### src/rtl/boot_loader_if.sv
// Byte-stream ingress and instruction-memory write/status bundle of the boot loader.
// The slave side is the loader; the master side is the stream source and the core.
interface boot_loader_if #(
    parameter int ADDR_W = 8
);
    logic              rx_valid;
    logic [7:0]        rx_data;
    logic              rx_ready;
    logic              imem_we;
    logic [ADDR_W-1:0] imem_addr;
    logic [31:0]       imem_wdata;
    logic              core_rst;
    logic              done;
    logic              err;

    modport slave (
        input  rx_valid, rx_data,
        output rx_ready, imem_we, imem_addr, imem_wdata, core_rst, done, err
    );

    modport master (
        output rx_valid, rx_data,
        input  rx_ready, imem_we, imem_addr, imem_wdata, core_rst, done, err
    );
endinterface

### src/rtl/boot_loader.sv
// Loads a counted, XOR-checksummed byte stream into instruction memory word by word
// and holds the core in reset until the whole image has been verified.
module boot_loader #(
    parameter int ADDR_W = 8
) (
    input  logic          clk,
    input  logic          rst,
    boot_loader_if.slave  bus
);
    localparam logic [2:0] S_CNT_HI = 3'd0;
    localparam logic [2:0] S_CNT_LO = 3'd1;
    localparam logic [2:0] S_DATA   = 3'd2;
    localparam logic [2:0] S_CHK    = 3'd3;
    localparam logic [2:0] S_RUN    = 3'd4;
    localparam logic [2:0] S_ERR    = 3'd5;

    localparam logic [31:0] DEPTH = 32'd1 << ADDR_W;

    function automatic logic [7:0] xor_fold(input logic [7:0] acc, input logic [7:0] b);
        return acc ^ b;
    endfunction

    logic [2:0]        state_q, state_d;
    logic [15:0]       cnt_q, cnt_d;
    logic [ADDR_W:0]   word_idx_q, word_idx_d;
    logic [1:0]        byte_idx_q, byte_idx_d;
    logic [23:0]       asm_q, asm_d;
    logic [7:0]        xor_q, xor_d;
    logic              rx_ready_q, rx_ready_d;
    logic              imem_we_q, imem_we_d;
    logic [ADDR_W-1:0] imem_addr_q, imem_addr_d;
    logic [31:0]       imem_wdata_q, imem_wdata_d;
    logic              core_rst_q, core_rst_d;
    logic              done_q, done_d;
    logic              err_q, err_d;

    logic              accept_s;
    logic [15:0]       cnt_full_s;
    logic [ADDR_W:0]   word_nxt_s;
    logic [31:0]       word_nxt_ext_s;

    assign accept_s       = bus.rx_valid & rx_ready_q;
    assign cnt_full_s     = {cnt_q[15:8], bus.rx_data};
    assign word_nxt_s     = word_idx_q + {{ADDR_W{1'b0}}, 1'b1};
    assign word_nxt_ext_s = {{(31 - ADDR_W){1'b0}}, word_nxt_s};

    // Next-state logic for the load FSM, counters, checksum and registered outputs.
    always_comb begin
        state_d      = state_q;
        cnt_d        = cnt_q;
        word_idx_d   = word_idx_q;
        byte_idx_d   = byte_idx_q;
        asm_d        = asm_q;
        xor_d        = xor_q;
        imem_we_d    = 1'b0;
        imem_addr_d  = imem_addr_q;
        imem_wdata_d = imem_wdata_q;

        case (state_q)
            S_CNT_HI: begin
                if (accept_s) begin
                    cnt_d   = {bus.rx_data, cnt_q[7:0]};
                    xor_d   = xor_fold(xor_q, bus.rx_data);
                    state_d = S_CNT_LO;
                end else begin
                    state_d = S_CNT_HI;
                end
            end
            S_CNT_LO: begin
                if (accept_s) begin
                    cnt_d = cnt_full_s;
                    xor_d = xor_fold(xor_q, bus.rx_data);
                    if ({16'd0, cnt_full_s} > DEPTH) begin
                        state_d = S_ERR;
                    end else if (cnt_full_s == 16'd0) begin
                        state_d = S_CHK;
                    end else begin
                        state_d    = S_DATA;
                        word_idx_d = '0;
                        byte_idx_d = 2'd0;
                    end
                end else begin
                    state_d = S_CNT_LO;
                end
            end
            S_DATA: begin
                if (accept_s) begin
                    xor_d      = xor_fold(xor_q, bus.rx_data);
                    asm_d      = {asm_q[15:0], bus.rx_data};
                    byte_idx_d = byte_idx_q + 2'd1;
                    if (byte_idx_q == 2'd3) begin
                        imem_we_d    = 1'b1;
                        imem_addr_d  = word_idx_q[ADDR_W-1:0];
                        imem_wdata_d = {asm_q, bus.rx_data};
                        word_idx_d   = word_nxt_s;
                        byte_idx_d   = 2'd0;
                        if (word_nxt_ext_s == {16'd0, cnt_q}) begin
                            state_d = S_CHK;
                        end else begin
                            state_d = S_DATA;
                        end
                    end else begin
                        state_d = S_DATA;
                    end
                end else begin
                    state_d = S_DATA;
                end
            end
            S_CHK: begin
                if (accept_s) begin
                    if (bus.rx_data == xor_q) begin
                        state_d = S_RUN;
                    end else begin
                        state_d = S_ERR;
                    end
                end else begin
                    state_d = S_CHK;
                end
            end
            S_RUN:   state_d = S_RUN;
            S_ERR:   state_d = S_ERR;
            default: state_d = S_ERR;
        endcase

        rx_ready_d = (state_d == S_CNT_HI) || (state_d == S_CNT_LO) ||
                     (state_d == S_DATA)   || (state_d == S_CHK);
        core_rst_d = (state_d != S_RUN);
        done_d     = (state_d == S_RUN);
        err_d      = (state_d == S_ERR);
    end

    // State and output registers; core_rst is forced high asynchronously on reset.
    always_ff @(posedge clk or negedge rst) begin
        if (!rst) begin
            state_q      <= S_CNT_HI;
            cnt_q        <= 16'd0;
            word_idx_q   <= '0;
            byte_idx_q   <= 2'd0;
            asm_q        <= 24'd0;
            xor_q        <= 8'd0;
            rx_ready_q   <= 1'b0;
            imem_we_q    <= 1'b0;
            imem_addr_q  <= '0;
            imem_wdata_q <= 32'd0;
            core_rst_q   <= 1'b1;
            done_q       <= 1'b0;
            err_q        <= 1'b0;
        end else begin
            state_q      <= state_d;
            cnt_q        <= cnt_d;
            word_idx_q   <= word_idx_d;
            byte_idx_q   <= byte_idx_d;
            asm_q        <= asm_d;
            xor_q        <= xor_d;
            rx_ready_q   <= rx_ready_d;
            imem_we_q    <= imem_we_d;
            imem_addr_q  <= imem_addr_d;
            imem_wdata_q <= imem_wdata_d;
            core_rst_q   <= core_rst_d;
            done_q       <= done_d;
            err_q        <= err_d;
        end
    end

    assign bus.rx_ready   = rx_ready_q;
    assign bus.imem_we    = imem_we_q;
    assign bus.imem_addr  = imem_addr_q;
    assign bus.imem_wdata = imem_wdata_q;
    assign bus.core_rst   = core_rst_q;
    assign bus.done       = done_q;
    assign bus.err        = err_q;
endmodule

### src/flat_wrapper.sv
// flat-port wrapper written by rule: the top's interface ports become plain ports
module boot_loader_flat 
#(
    parameter int ADDR_W = 8
)
  (clk, rst, bus_rx_valid, bus_rx_data, bus_rx_ready, bus_imem_we, bus_imem_addr, bus_imem_wdata, bus_core_rst, bus_done, bus_err);
  boot_loader_if #(.ADDR_W(ADDR_W)) bus_i ();
  input  logic clk;
  input  logic rst;
  input wire logic [$bits(bus_i.rx_valid)-1:0] bus_rx_valid;
  input wire logic [$bits(bus_i.rx_data)-1:0] bus_rx_data;
  output wire logic [$bits(bus_i.rx_ready)-1:0] bus_rx_ready;
  output wire logic [$bits(bus_i.imem_we)-1:0] bus_imem_we;
  output wire logic [$bits(bus_i.imem_addr)-1:0] bus_imem_addr;
  output wire logic [$bits(bus_i.imem_wdata)-1:0] bus_imem_wdata;
  output wire logic [$bits(bus_i.core_rst)-1:0] bus_core_rst;
  output wire logic [$bits(bus_i.done)-1:0] bus_done;
  output wire logic [$bits(bus_i.err)-1:0] bus_err;
  assign bus_i.rx_valid = bus_rx_valid;
  assign bus_i.rx_data = bus_rx_data;
  assign bus_rx_ready = bus_i.rx_ready;
  assign bus_imem_we = bus_i.imem_we;
  assign bus_imem_addr = bus_i.imem_addr;
  assign bus_imem_wdata = bus_i.imem_wdata;
  assign bus_core_rst = bus_i.core_rst;
  assign bus_done = bus_i.done;
  assign bus_err = bus_i.err;
  boot_loader #(.ADDR_W(ADDR_W)) u_core (.clk(clk), .rst(rst), .bus(bus_i));
endmodule
### config.mk
export PLATFORM = sky130hd
export DESIGN_NAME = boot_loader_flat
export DESIGN_NICKNAME = d
export VERILOG_FILES = /design/src/rtl/boot_loader_if.sv /design/src/rtl/boot_loader.sv /design/src/flat_wrapper.sv
export SDC_FILE = /design/constraint.sdc
export NUM_CORES = 1
export LEC_CHECK = 0
export CORE_ASPECT_RATIO = 2
export CORE_MARGIN = 4
export CORE_UTILIZATION = 40
export DETAILED_ROUTE_END_ITERATION = 7
export SLEW_MARGIN = 20
export SYNTH_ARGS = -nofsm -noshare
export SYNTH_HDL_FRONTEND = slang
export SYNTH_SLANG_ARGS = --single-unit
### constraint.sdc
create_clock -name clk -period 2 [get_ports clk]
set_input_delay 0.4 -clock clk [delete_from_list [all_inputs] [get_ports clk]]
set_output_delay 0.4 -clock clk [all_outputs]
set_load 0.1 [all_outputs]
==> flow_summary.rst <==
.. list-table::
   :header-rows: 1

   * - Metric
     - Value
   * - Final Setup Violations
     - 12
   * - Biggest fanout along the worst timing path
     - 2
   * - Max Clock Skew
     - roughly 7.1 ps
   * - Mean cell area of the mapped netlist
     - roughly 10 sq um
   * - Die area
     - between 10000 and 15000 sq um
   * - Post-synth ARST share
     - 1.00
   * - Violations in the final reports
     - negative setup slack
   * - Internal portion of total power
     - around 0.0044 W
   * - Post-detail-place hpwl
     - 7620 microns
   * - # fillers
     - just over 1k
   * - Clock share of power
     - 0.282
   * - Combinational share of power
     - 0.295
   * - Yosys warns
     - 0
   * - Signal arrival time at the worst endpoint
     - around 2400 ps
   * - Max Cap Viol
     - 0
   * - CTS tree
     - built
   * - Starting Density
     - 0.408
   * - Flop pwr share
     - 0.423
   * - Status
     - complete, but fails checks
   * - Final number of max-transition violations
     - 0
   * - Syn Std Cell Area
     - around 4600 sq um
   * - Longest Clk Path Bufs
     - 2
   * - Total Routed Length
     - roughly 11000 microns
   * - Design Area, Final
     - ~6000 sq um
   * - Peak clock frequency supported by timing
     - around 460 MHz
   * - Insertion delay to the later sink of the worst-skew pair
     - ~350 ps
   * - WP data required
     - about 2300 ps
   * - Cell count after synthesis
     - between 400 and 500
   * - Pin count of the biggest net entering global routing
     - between 40 and 50
   * - Number of vias per cell after detailed routing
     - between 5 and 6
   * - Residual DRC count
     - 0
   * - Number of flops mapped to enable cells by yosys
     - 0
   * - Power spent charging and discharging nets
     - 0.00220 W
   * - Number of antenna-violating nets in the routed design
     - 0
   * - Synth area leader
     - sky130_fd_sc_hd__dfrtp_1
   * - Share of layout cells above drive strength 1
     - 0.325
   * - Clock root buffer
     - sky130_fd_sc_hd__clkbuf_16
   * - Global-route total usage across every layer
     - 0.168
   * - Area after DPL
     - ~5600 sq um
   * - Path type of the worst min-delay path
     - primary input to register
   * - Setup slack after layout
     - -174 ps
   * - Number of hold violations in the final report
     - 0
   * - Flip-flop and latch count after synthesis
     - approximately 110
   * - Worst supply voltage drop on vdd
     - 660 uV
   * - Min Tclk post-route
     - roughly 2200 ps
   * - Number of buffers created by CTS
     - 9
   * - Sink Count
     - ~110
   * - Wire length of the first global-routing pass
     - roughly 18000 microns
   * - Number of nets in the finished design
     - roughly 550
   * - Top area cells in the synthesized netlist
     - sky130_fd_sc_hd__dfrtp_1 57%, sky130_fd_sc_hd__nand2_1 12%, sky130_fd_sc_hd__mux2_2 7.8%
   * - Total power
     - approximately 0.0066 W
   * - Count of TritonRoute iterations in the first routing pass
     - 6
   * - Number of I/O port buffers
     - 55
   * - Count of cell types in the netlist
     - 42
   * - Clock-pin slew on the worst setup and hold paths
     - approximately 70 ps
   * - Final estimated routing congestion in global placement
     - 0.858
   * - Total congestion overflow after global routing
     - 0
   * - TNS Setup
     - -1210 ps
   * - Initial antenna violation count
     - 0
   * - Relative max-transition margin
     - 0.656
   * - Share of total power consumed by net switching
     - 0.332
   * - Antenna diode instance count
     - 0
   * - Final-layout worst hold slack
     - 453 ps
   * - Least-Margin Pin Slew
     - between 500 and 600 ps
   * - Area growth from synthesis to layout
     - 32.8%
   * - Number of placement rows
     - 55
   * - I/O pin count
     - 56
   * - Core ar.
     - approximately 11000 sq um
   * - Sequential element share of the synthesized area
     - 0.578
   * - Layout Utilization
     - 0.542
   * - DIE WIDTH
     - between 80 and 90 microns
   * - Kind of start point of the critical path
     - register
   * - Endpoint kind of the worst setup timing path
     - register
   * - Vertical die dimension
     - roughly 160 microns
   * - Initial drt markers
     - roughly 210
   * - Top-area cell type share of the netlist area
     - 0.572
   * - Top flip-flop cell by instance count after synthesis
     - sky130_fd_sc_hd__dfrtp_1
   * - Power density over the cells
     - 1080 nW/um^2
   * - Number of global-route vias before repair
     - ~3.6k
   * - Unrepaired setup endpoints after global routing
     - true
   * - Static leakage
     - 3.10 nW
   * - Wire per inst
     - approximately 16 microns
   * - Number of H-tree levels
     - 3
   * - Final period util
     - 1.09
   * - WS Path Type
     - register to register
   * - Net Count, Synth
     - roughly 460
   * - Vias after detailed routing
     - approximately 3.5k
## kinds of logic (layout without fill, tap and decap cells)
kind of cell	count (synthesis)	after routing	share of synthesized area
compound gates	40	40	0.0613
xor+xnor	31	31	0.0586
fa+ha+maj	2	2	0.00540
buf+inv	25	124	0.0205
flops	107	107	0.578
mux	35	35	0.0842
simple gates	202	202	0.192
## flip-flops by register name, indices dropped and copies added (netlist names)
register / cells
u_core.cnt_q: 16
u_core.bus.core_rst: 1
u_core.bus.imem_wdata: 32
u_core.word_idx_q: 9
u_core.bus.done: 1
u_core.state_q: 3
u_core.bus.rx_ready: 1
u_core.bus.imem_addr: 8
u_core.byte_idx_q: 2
u_core.bus.err: 1
u_core.asm_q: 24
u_core.xor_q: 8
u_core.bus.imem_we: 1
## final timing paths
check                                  from                         to  slack (ps)  cells after the start
min in group asynchronous               rst       u_core.word_idx_q[7]         480                      2
min reg2reg                u_core.asm_q[19]  u_core.bus.imem_wdata[27]         470                      2
min                          bus_rx_data[1]   u_core.bus.imem_wdata[1]         450                      4
max                        u_core.cnt_q[13]          u_core.state_q[0]        -170                      5
max reg2reg                u_core.cnt_q[13]          u_core.state_q[0]        -170                      5
max in group asynchronous               rst   u_core.bus.imem_wdata[0]        1000                      3
## layout make-up
| cell class | count | area (sq um) | share of cell area |
|---|---|---|---|
| flip-flops and latches | 107 | 2680 | 0.435 |
| multi-input cells | 310 | 2060 | 0.335 |
| repair buffers | 102 | 898 | 0.146 |
| clock buffers | 10 | 239 | 0.0388 |
| well taps | 142 | 178 | 0.0289 |
| clock inverters | 6 | 77.6 | 0.0126 |
| inverters | 6 | 22.5 | 0.00366 |
## repair_timing
action	CTS	global route
buffers inserted	5	3
pin swaps	14	13
gates resized for setup	27	20
hold buffers	1	0
endpoints found under the hold margin	17	0
setup endpoints to repair	17	51
cloned	0	0
## stage by stage
stage               setup slack (ps)  cells
floorplan                      -83.8    442
global placement                -568    659
detailed placement              -633    659
CTS                             -215    680
global route                    -222    683
finish                          -174    683
## power groups by stage
stage / clock network (W) / registers (W) / logic (W)
after floorplan: 0 / 0.00303 / 0.000826
after global placement: 0 / 0.00282 / 0.00162
after detailed placement: 0 / 0.00284 / 0.00165
after CTS: 0.00192 / 0.00280 / 0.00184
after global routing: 0.00200 / 0.00284 / 0.00210
final: 0.00187 / 0.00280 / 0.00196
## cell usage after synthesis (3+ instances only)
library cell and count:
sky130_fd_sc_hd__a21oi_1 4, sky130_fd_sc_hd__a22o_1 3, sky130_fd_sc_hd__and3_1 5, sky130_fd_sc_hd__buf_1 4, sky130_fd_sc_hd__clkbuf_1 14, sky130_fd_sc_hd__dfrtp_1 106, sky130_fd_sc_hd__inv_1 5, sky130_fd_sc_hd__mux2_2 32
sky130_fd_sc_hd__mux2i_1 3, sky130_fd_sc_hd__nand2_1 154, sky130_fd_sc_hd__nand3_1 8, sky130_fd_sc_hd__nand4_1 4, sky130_fd_sc_hd__nor2_1 10, sky130_fd_sc_hd__nor4_1 3, sky130_fd_sc_hd__o21ai_0 15, sky130_fd_sc_hd__o31ai_1 9
sky130_fd_sc_hd__or4_1 4, sky130_fd_sc_hd__xnor2_1 16, sky130_fd_sc_hd__xor2_1 15
## cell usage in the layout, fill, tap and decap left out, types with 6 or more instances in the layout
| cell | Yosys | routed |
|---|---|---|
| sky130_fd_sc_hd__clkbuf_16 | 0 | 9 |
| sky130_fd_sc_hd__mux2_2 | 32 | 32 |
| sky130_fd_sc_hd__buf_6 | 0 | 6 |
| sky130_fd_sc_hd__xor2_1 | 15 | 15 |
| sky130_fd_sc_hd__nand3_1 | 8 | 7 |
| sky130_fd_sc_hd__xnor2_1 | 16 | 16 |
| sky130_fd_sc_hd__dfrtp_1 | 106 | 105 |
| sky130_fd_sc_hd__buf_4 | 0 | 80 |
| sky130_fd_sc_hd__nand2_1 | 154 | 154 |
| sky130_fd_sc_hd__buf_12 | 0 | 6 |
| sky130_fd_sc_hd__o21ai_0 | 15 | 11 |
| sky130_fd_sc_hd__nor2_1 | 10 | 8 |
## critical path, cell delays in order, from the launching register on
cell and delay (ps):
sky130_fd_sc_hd__dfrtp_1 380, sky130_fd_sc_hd__or4_4 550, sky130_fd_sc_hd__nor4_4 180, sky130_fd_sc_hd__nand4_1 220, sky130_fd_sc_hd__or4_4 470, sky130_fd_sc_hd__o31ai_4 270
## per-layer routing
layer  vias to the layer above  share of wire  track usage
met5                         -              0            0
met4                         0          0.029       0.0835
met3                        24          0.034       0.0274
met2                        79           0.56        0.310
met1                      1685           0.38        0.181
li1                       1662              -            -
Note: power is estimated with default switching activity, not from simulation.
